## src/rtl/mem_pkg.sv

```systemverilog
// Shared definitions for the MEM stage and its lane logic.
//   SZ_*        : access size encodings carried on size2
//   state_e     : access FSM states
//   CNT_W       : width of the dmem_ack wait counter
package mem_pkg;

  localparam logic [1:0] SZ_BYTE = 2'b00;
  localparam logic [1:0] SZ_HALF = 2'b01;
  localparam logic [1:0] SZ_WORD = 2'b10;

  localparam int unsigned CNT_W = 8;

  typedef enum logic {
    S_IDLE = 1'b0,
    S_BUSY = 1'b1
  } state_e;

endpackage

```

## src/rtl/mem_lane_align.sv

```systemverilog
// Combinational byte-lane logic for a 32-bit data memory port.
//   addr_lo     in  2   low address bits (byte lane)
//   size        in  2   00 byte, 01 half, 10/11 word
//   unsigned_ld in  1   zero-extend sub-word loads
//   rdata       in  32  raw memory word
//   wdata_in    in  32  store data, right-aligned
//   load_data   out 32  extracted and extended load value
//   store_data  out 32  lane-replicated store word
//   store_be    out 4   byte enables for a store
//   misaligned  out 1   half on odd address or word not on a 4-byte boundary
module mem_lane_align
  import mem_pkg::*;
(
  input  logic [1:0]  addr_lo,
  input  logic [1:0]  size,
  input  logic        unsigned_ld,
  input  logic [31:0] rdata,
  input  logic [31:0] wdata_in,
  output logic [31:0] load_data,
  output logic [31:0] store_data,
  output logic [3:0]  store_be,
  output logic        misaligned
);

  logic [7:0]  byte_sel;
  logic [15:0] half_sel;

  always_comb begin
    byte_sel = rdata[{addr_lo, 3'b000} +: 8];
    half_sel = addr_lo[1] ? rdata[31:16] : rdata[15:0];

    load_data  = rdata;
    store_data = wdata_in;
    store_be   = 4'b1111;
    misaligned = 1'b0;

    case (size)
      SZ_BYTE: begin
        load_data  = {{24{~unsigned_ld & byte_sel[7]}}, byte_sel};
        store_data = {4{wdata_in[7:0]}};
        store_be   = 4'b0001 << addr_lo;
      end
      SZ_HALF: begin
        load_data  = {{16{~unsigned_ld & half_sel[15]}}, half_sel};
        store_data = {2{wdata_in[15:0]}};
        store_be   = addr_lo[1] ? 4'b1100 : 4'b0011;
        misaligned = addr_lo[0];
      end
      default: begin
        // SZ_WORD and the reserved encoding both behave as a word access
        misaligned = |addr_lo;
      end
    endcase
  end

endmodule

```

## src/rtl/mem_access_stage.sv

```systemverilog
// MEM pipeline stage between EX/MEM and MEM_WB with a req/ack data port.
//   clk, reset            : clock, synchronous active-high reset
//   aluresult1/writedata1 : address/ALU result and store data from EX/MEM
//   desreg1, Memread2, Memwrite2, Memtoreg2, Regwrite2, size2, unsigned2
//                         : control from EX/MEM
//   dmem_*                : data memory request/response port
//   stall                 : freezes PC, IF/ID, ID/EX and EX/MEM
//   mem_err               : sticky misalignment/timeout flag
//   readdate1, aluresult2, desreg2, Memtoreg3, Regwrite3 : to MEM_WB
module mem_access_stage
  import mem_pkg::*;
#(
  parameter int unsigned TIMEOUT = 16
) (
  input  logic        clk,
  input  logic        reset,
  input  logic [31:0] aluresult1,
  input  logic [31:0] writedata1,
  input  logic [4:0]  desreg1,
  input  logic        Memread2,
  input  logic        Memwrite2,
  input  logic        Memtoreg2,
  input  logic        Regwrite2,
  input  logic [1:0]  size2,
  input  logic        unsigned2,
  output logic        dmem_req,
  output logic        dmem_we,
  output logic [31:0] dmem_addr,
  output logic [31:0] dmem_wdata,
  output logic [3:0]  dmem_be,
  input  logic        dmem_ack,
  input  logic [31:0] dmem_rdata,
  output logic        stall,
  output logic        mem_err,
  output logic [31:0] readdate1,
  output logic [31:0] aluresult2,
  output logic [4:0]  desreg2,
  output logic        Memtoreg3,
  output logic        Regwrite3
);

  localparam logic [CNT_W-1:0] CNT_LAST = CNT_W'(TIMEOUT - 1);

  state_e           state_q, state_d;
  logic [CNT_W-1:0] cnt_q, cnt_d;
  logic [31:0]      rdata_q, rdata_d;
  logic             done_q, done_d;
  logic             err_q, err_d;
  logic             req_q, req_d;

  logic        acc;
  logic        bubble;
  logic        squash;
  logic [31:0] load_data;
  logic [31:0] store_data;
  logic [3:0]  store_be;
  logic        misaligned;

  assign acc = Memread2 | Memwrite2;

  mem_lane_align u_lane (
    .addr_lo     (aluresult1[1:0]),
    .size        (size2),
    .unsigned_ld (unsigned2),
    .rdata       (rdata_q),
    .wdata_in    (writedata1),
    .load_data   (load_data),
    .store_data  (store_data),
    .store_be    (store_be),
    .misaligned  (misaligned)
  );

  always_ff @(posedge clk) begin
    if (reset) begin
      state_q <= S_IDLE;
      cnt_q   <= '0;
      rdata_q <= '0;
      done_q  <= 1'b0;
      err_q   <= 1'b0;
      req_q   <= 1'b0;
    end else begin
      state_q <= state_d;
      cnt_q   <= cnt_d;
      rdata_q <= rdata_d;
      done_q  <= done_d;
      err_q   <= err_d;
      req_q   <= req_d;
    end
  end

  always_comb begin
    state_d = state_q;
    cnt_d   = cnt_q;
    rdata_d = rdata_q;
    done_d  = done_q;
    err_d   = err_q;
    req_d   = req_q;
    stall   = 1'b0;
    bubble  = 1'b0;
    squash  = 1'b0;

    case (state_q)
      S_IDLE: begin
        if (!acc || done_q) begin
          // done marks the single cycle a completed access is handed on
          done_d = 1'b0;
        end else if (misaligned) begin
          err_d  = 1'b1;
          squash = 1'b1;
        end else begin
          stall   = 1'b1;
          bubble  = 1'b1;
          state_d = S_BUSY;
          req_d   = 1'b1;
          cnt_d   = '0;
        end
      end
      S_BUSY: begin
        stall  = 1'b1;
        bubble = 1'b1;
        if (dmem_ack) begin
          rdata_d = dmem_rdata;
          done_d  = 1'b1;
          req_d   = 1'b0;
          state_d = S_IDLE;
        end else if (cnt_q == CNT_LAST) begin
          // abandoned access completes with zero data and the error flag
          rdata_d = '0;
          err_d   = 1'b1;
          done_d  = 1'b1;
          req_d   = 1'b0;
          state_d = S_IDLE;
        end else begin
          cnt_d = cnt_q + 1'b1;
        end
      end
      default: state_d = S_IDLE;
    endcase

    if (reset) begin
      stall  = 1'b0;
      bubble = 1'b0;
      squash = 1'b1;
    end
  end

  assign dmem_req   = req_q;
  assign dmem_we    = Memwrite2 & ~Memread2;
  assign dmem_addr  = {aluresult1[31:2], 2'b00};
  assign dmem_wdata = store_data;
  assign dmem_be    = Memread2 ? 4'b1111 : store_be;
  assign mem_err    = err_q;

  assign readdate1  = Memread2 ? load_data : '0;
  assign aluresult2 = aluresult1;
  assign desreg2    = bubble ? '0 : desreg1;
  assign Regwrite3  = Regwrite2 & ~(bubble | squash);
  assign Memtoreg3  = Memtoreg2 & ~(bubble | squash);

endmodule

```

## config.mk

```make
export PLATFORM = sky130hd
export DESIGN_NAME = mem_access_stage
export DESIGN_NICKNAME = d
export VERILOG_FILES = /design/src/rtl/mem_pkg.sv /design/src/rtl/mem_lane_align.sv /design/src/rtl/mem_access_stage.sv
export SDC_FILE = /design/constraint.sdc
export NUM_CORES = 1
export LEC_CHECK = 0
export ABC_CLOCK_PERIOD_IN_PS = 5500
export CORE_MARGIN = 2
export CORE_UTILIZATION = 30
export CTS_CLUSTER_DIAMETER = 50
export DETAILED_ROUTE_END_ITERATION = 8
export MAX_ROUTING_LAYER = met4
export PLACE_DENSITY = 0.84
export SLEW_MARGIN = 20
export SYNTH_ARGS = -nofsm -noshare
export SYNTH_HDL_FRONTEND = slang
export SYNTH_SLANG_ARGS = --single-unit
```

## constraint.sdc

```tcl
create_clock -name clk -period 5.5 [get_ports clk]
set_input_delay 1.65 -clock clk [delete_from_list [all_inputs] [get_ports clk]]
set_output_delay 1.65 -clock clk [all_outputs]
set_load 0.05 [all_outputs]
```

Word-level counts from Yosys, hierarchy flattened
Index checks and enable logic that the tools add are counted.
- flip-flop bits (word level): 44
- bits of input ports: 111
- output and inout bits: 143
- add/sub/neg operators: 1
- equality and inequality tests: 10
- shift operators: 2
- muxes and demuxes: 40
- bitwise operators: 11
- reduce and logical (&&, ||, !) cells: 10
- operator list (operator ; number):
    one-hot mux 32 bit (2 select lines) ; 2
    2-to-1 mux 32 bit ; 3
    2-to-1 mux 8 bit ; 4
    variable part select 32 x 6 -> 8 bit ; 1
    2-to-1 mux 1 bit ; 19
    2-to-1 mux 16 bit ; 1
    one-hot mux 8 bit (2 select lines) ; 1
    != test 2 bit (second input constant) ; 6
    one-hot mux 1 bit (2 select lines) ; 6
    adder 8 x 1 -> 8 bit (second input constant) ; 1
    == test 8 x 4 -> 1 bit (second input constant) ; 1
    2-to-1 mux 4 bit ; 2
    one-hot mux 4 bit (2 select lines) ; 1
    AND reduction 4 bit ; 2
    AND 1 bit ; 5
    2-to-1 mux 5 bit ; 1
    inverter 1 bit ; 4
    AND reduction 2 bit ; 2
    left shift 1 x 2 -> 4 bit (first input constant) ; 1
    != test 3 x 2 -> 1 bit (second input constant) ; 1
    AND reduction 3 bit ; 1
    == test 2 x 1 -> 1 bit (second input constant) ; 1
    logical NOT 2 bit ; 1
    != test 2 x 1 -> 1 bit (second input constant) ; 1
    5 further kinds ; 6

Longest topological paths before layout
- word-level depth: 9
- depth in mapped cells: 7

Cells and area by module
From an unflattened synthesis, not the netlist that was laid out.
- cells, all modules: 449
- area, all modules: 3585.9 sq um
- by module, submodules not included (module ; instances ; cells an instance ; area each (sq um)):
    mem_access_stage ; 1 ; 260 ; 2351.0
    mem_lane_align ; 1 ; 189 ; 1234.9

Least setup slack after synthesis
Ideal clock, no wire load.
- kind: input port to output port
- start: input size2[0]
- end: output readdate1[7]
- arrival: 3.752 ns
- setup slack: 0.098 ns
- stages: 4
- buffers on the path: 2
- path through: clkbuf_1 -> buf_1 -> o21ai_0 -> a221oi_1
- word-level cells in the longest chain between the ends: 3
- ends and longest elaborated chain (item ; RTL line ; RTL):
    start: declaration ; mem_access_stage.sv:24 ; input logic [1:0] size2,
    == test 2 x 1 -> 1 bit or logical NOT 2 bit (tied branches) ; mem_lane_align.sv:37 ; case (size)
    one-hot mux 32 bit (2 select lines) (*) ; mem_lane_align.sv:37 ;
    2-to-1 mux 32 bit (*) ; mem_access_stage.sv:154 ; assign readdate1 = Memread2 ? load_data : '0;
    end: declaration ; mem_access_stage.sv:35 ; output logic [31:0] readdate1,
Every way passes the cells marked *; elsewhere a longest branch is shown, timed or not.

Worst setup path in the final report
- start: input aluresult1[1]
- end: output readdate1[19]
- word-level cells in the longest chain between the ends: 4
- ends and longest elaborated chain (item ; RTL line ; RTL):
    start: declaration ; mem_access_stage.sv:17 ; input logic [31:0] aluresult1,
    variable part select 32 x 6 -> 8 bit or 2-to-1 mux 16 bit (tied branches) ; mem_lane_align.sv:29, mem_lane_align.sv:30 ;
    AND 1 bit, on equally long branches ; mem_lane_align.sv:39, mem_lane_align.sv:44 ;
    one-hot mux 32 bit (2 select lines) (*) ; mem_lane_align.sv:37 ;
    2-to-1 mux 32 bit (*) ; mem_access_stage.sv:154 ;
Marks and branches as above.

==> results.tsv <==
metric	value	unit
status	complete, no violations	
RR Endpoint	rdata_q[9]$_SDFFE_PP0P_	
Antenna Violating Nets Remaining	0	
crit share post-route	0.955	
Core ar.	10700	um2
clock latency on the worst-skew pair	0.30	ns
setup slack, reg-to-reg	2.83	ns
worst slew pin tran	0.694	ns
area grow syn2layout	56.7	%
Worst Path Required	3.85	ns
Hold Path End	mem_err$_SDFFE_PP0P_	
nets	591	
HPWL Detailed	9360	um
Crit Reg-Reg Startpoint	state_q$_SDFF_PP0_	
final instance area	5120	um2
#FFs+latches synth	44	
register area share after synthesis	0.270	
die width	108	um
Setup TNS	0	ns
standard-cell rows	38	
Synth area leaders	dfxtp_1 (27%), buf_4 (17%), mux2_2 (8.3%)	
via-per-instance ratio	5.34	
Reg power frac	0.361	
critical path, cell by cell	clkdlybuf4s50_1, buf_4, mux4_2, nand2b_1, a2111oi_4, buf_4, a21o_1, buf_12	
Root Driver	clkbuf_8	
Synth top cells by count	buf_4 (72), dfxtp_1 (44), nor2_1 (35)	
vias in the first global route	3354	
Avg Cell Area, Syn	8.37	um2
wire per inst	19.1	um
placed instance area	5020	um2
worst vdd ir	0.101	mV
vias	3308	
LEAKAGE	2.08	nW
Die Ht	108	um
Worst Hold Launch	mem_err$_SDFFE_PP0P_	
switching share of power	0.361	
Met2 Wirelength	5770	um
Critical Path AT	3.60	ns
detailed-route DRC error count	0	
P_sw	0.347	mW
Rel. slew slack	0.535	
hold buffers post-CTS	0	
Mapped Area	3270	um2
CP Max Fanout	16	
area share of the largest cell type after synthesis	0.270	
top-count cell post-synth	buf_4	
Metal-1 WL	4780	um
hold path depth	2	
die area	11700	um2
# setup viols final	0	
hold crit path type	flop to flop	
CTS clk-pin slew, worst paths	0.09	ns
GPL Wtd Cong	0.936	
GRT overflow	0	
gr usage total	0.201	
top_reg_cell synth	dfxtp_1	
metal3 WL	972	um
initial core utilization	0.304	
slowest CP cell	clkdlybuf4s50_1	
Hold Fails Final Rpt	0	
initial antenna violation count	0	
unrepaired setup endpoints after global routing	no	
Comb power frac	0.419	
FMAX	0.190	GHz
area leader, netlist	dfxtp_1	
largest net degree at the start of global routing	38	
pwr dens	188	nW/um2
1st-iter DRT viols	394	
Clock Sinks	44	
Fin Clk Skew	0.00926	ns
layout cell share with drive strength beyond 1	0.258	
Worst R2R Path Depth	5	
Pins Over Slew Limit	0	
Ant. Diodes	0	
Non-Filler Instances	620	
number of synthesized flops with an enable pin	0	
family with the most delay on the worst path	buffers and inverters	
final-layout fill cell count	994	
max layer used	met4	
CP Launch Type	input port	
first-pass GRT wire length	18000	um
CP Buf/Inv Count	4	
DRT Wirelength	11800	um
clock power share	0.220	
setup bufs post-CTS	0	
Synth cell types	52	
CTS tree	done	
max-cap viol count	0	
Num CTS Buffers	5	
synth warn	0	
CP Launch Point	aluresult1[1]	
fin crit period	5.25	ns
WS Path Type	input port to output port	
Setup crit end kind	output port	
H-tree levels	2	
Buffers on Ports	161	
Clock Tree Buf Depth	2	
DP Cell Count	612	
most used cell, CP	buf_4	
drt first pass iters	6	
asr flop ratio synth	0	
cell-internal power	0.615	mW
number of I/O pins	254	
Post-Synthesis Cells	390	
Crit path largest cell delay	0.52	ns
==> layer usage <==
metal | global-route usage | up-vias
met5 | - | -
met3 | 0.0446 | 32
met4 | 0.0668 | 0
li1 | - | 1522
met2 | 0.325 | 172
met1 | 0.247 | 1582
==> worst min-delay path: stages (launching register included) <==
cell and delay (ns):
dfxtp_1 0.32, inv_1 0.05, a21oi_1 0.05
==> power groups by stage <==
stage	clock [mW]	sequential [mW]	combinational (mW)
6_report	0.212	0.347	0.403
5_1_grt	0.230	0.348	0.421
4_1_cts	0.214	0.346	0.403
3_5_place_dp	0	0.353	0.402
3_3_place_gp	0	0.353	0.397
2_1_floorplan	0	0.351	0.327
==> metrics by stage <==
stage                     setup WS (ns)  hold WS (ns)  total power [mW]   util
after floorplan                  0.0979         0.431             0.679      -
after global placement            0.146         0.438             0.750  0.467
after detailed placement         0.0803         0.445             0.755  0.467
after CTS                        0.0628         0.456             0.963  0.476
after global routing              0.122         0.480              1.00  0.476
final                             0.249         0.456             0.962  0.476
==> layout make-up <==
type | count | area (um2) | area share
multi-input cells | 244 | 1730 | 0.338
flip-flops and latches | 44 | 881 | 0.172
inverters | 6 | 22.5 | 0.00440
repair buffers | 178 | 2220 | 0.434
well taps | 140 | 175 | 0.0342
clock buffers | 8 | 90.1 | 0.0176
==> cell usage in the layout (no fill, tap or decap), types with 3 or more instances in the layout <==
cell | synthesis | routed
nand2_1 | 16 | 16
buf_12 | 0 | 52
o21ai_0 | 19 | 19
dfxtp_1 | 44 | 44
a22o_1 | 17 | 17
a22oi_1 | 22 | 22
a21oi_1 | 13 | 13
nor2b_1 | 11 | 11
mux2_2 | 24 | 24
nor2_1 | 35 | 35
and2_1 | 3 | 3
clkdlybuf4s50_1 | 0 | 93
a21o_1 | 17 | 17
buf_4 | 72 | 33
a31oi_1 | 3 | 3
nand3b_1 | 5 | 5
clkbuf_8 | 0 | 6
inv_1 | 5 | 5
a222oi_1 | 7 | 7
nand3_1 | 4 | 4
mux2i_1 | 8 | 8
==> how the worst max path moves through the flow <==
stage | slack (ns) | cells past startpoint | end
after floorplan | 0.1 | 4 | readdate1[7]
after global placement | 0.15 | 6 | readdate1[4]
after detailed placement | 0.08 | 6 | readdate1[0]
after CTS | 0.06 | 6 | readdate1[0]
after global routing | 0.12 | 7 | desreg2[0]
final | 0.25 | 8 | readdate1[19]
==> what timing repair did <==
action                     CTS  global route
setup endpoints to repair    0             7
gates resized for setup      0             1
hold endpoints to repair     0             0
==> sequential cells by signal (all words and copies together), names as in the netlist <==
name	cells
cnt_q	8
dmem_req	1
done_q	1
mem_err	1
rdata_q	32
state_q	1
==> cell families after synthesis <==
family / share of synthesized area
muxes: 0.114
and+or+nand+nor: 0.146
DFF: 0.270
buffers and inverters: 0.204
other: 0.00115
adders and majority gates: 0.00383
AOI/OAI and AO/OA: 0.261
Note: power is estimated with default switching activity, not from simulation.
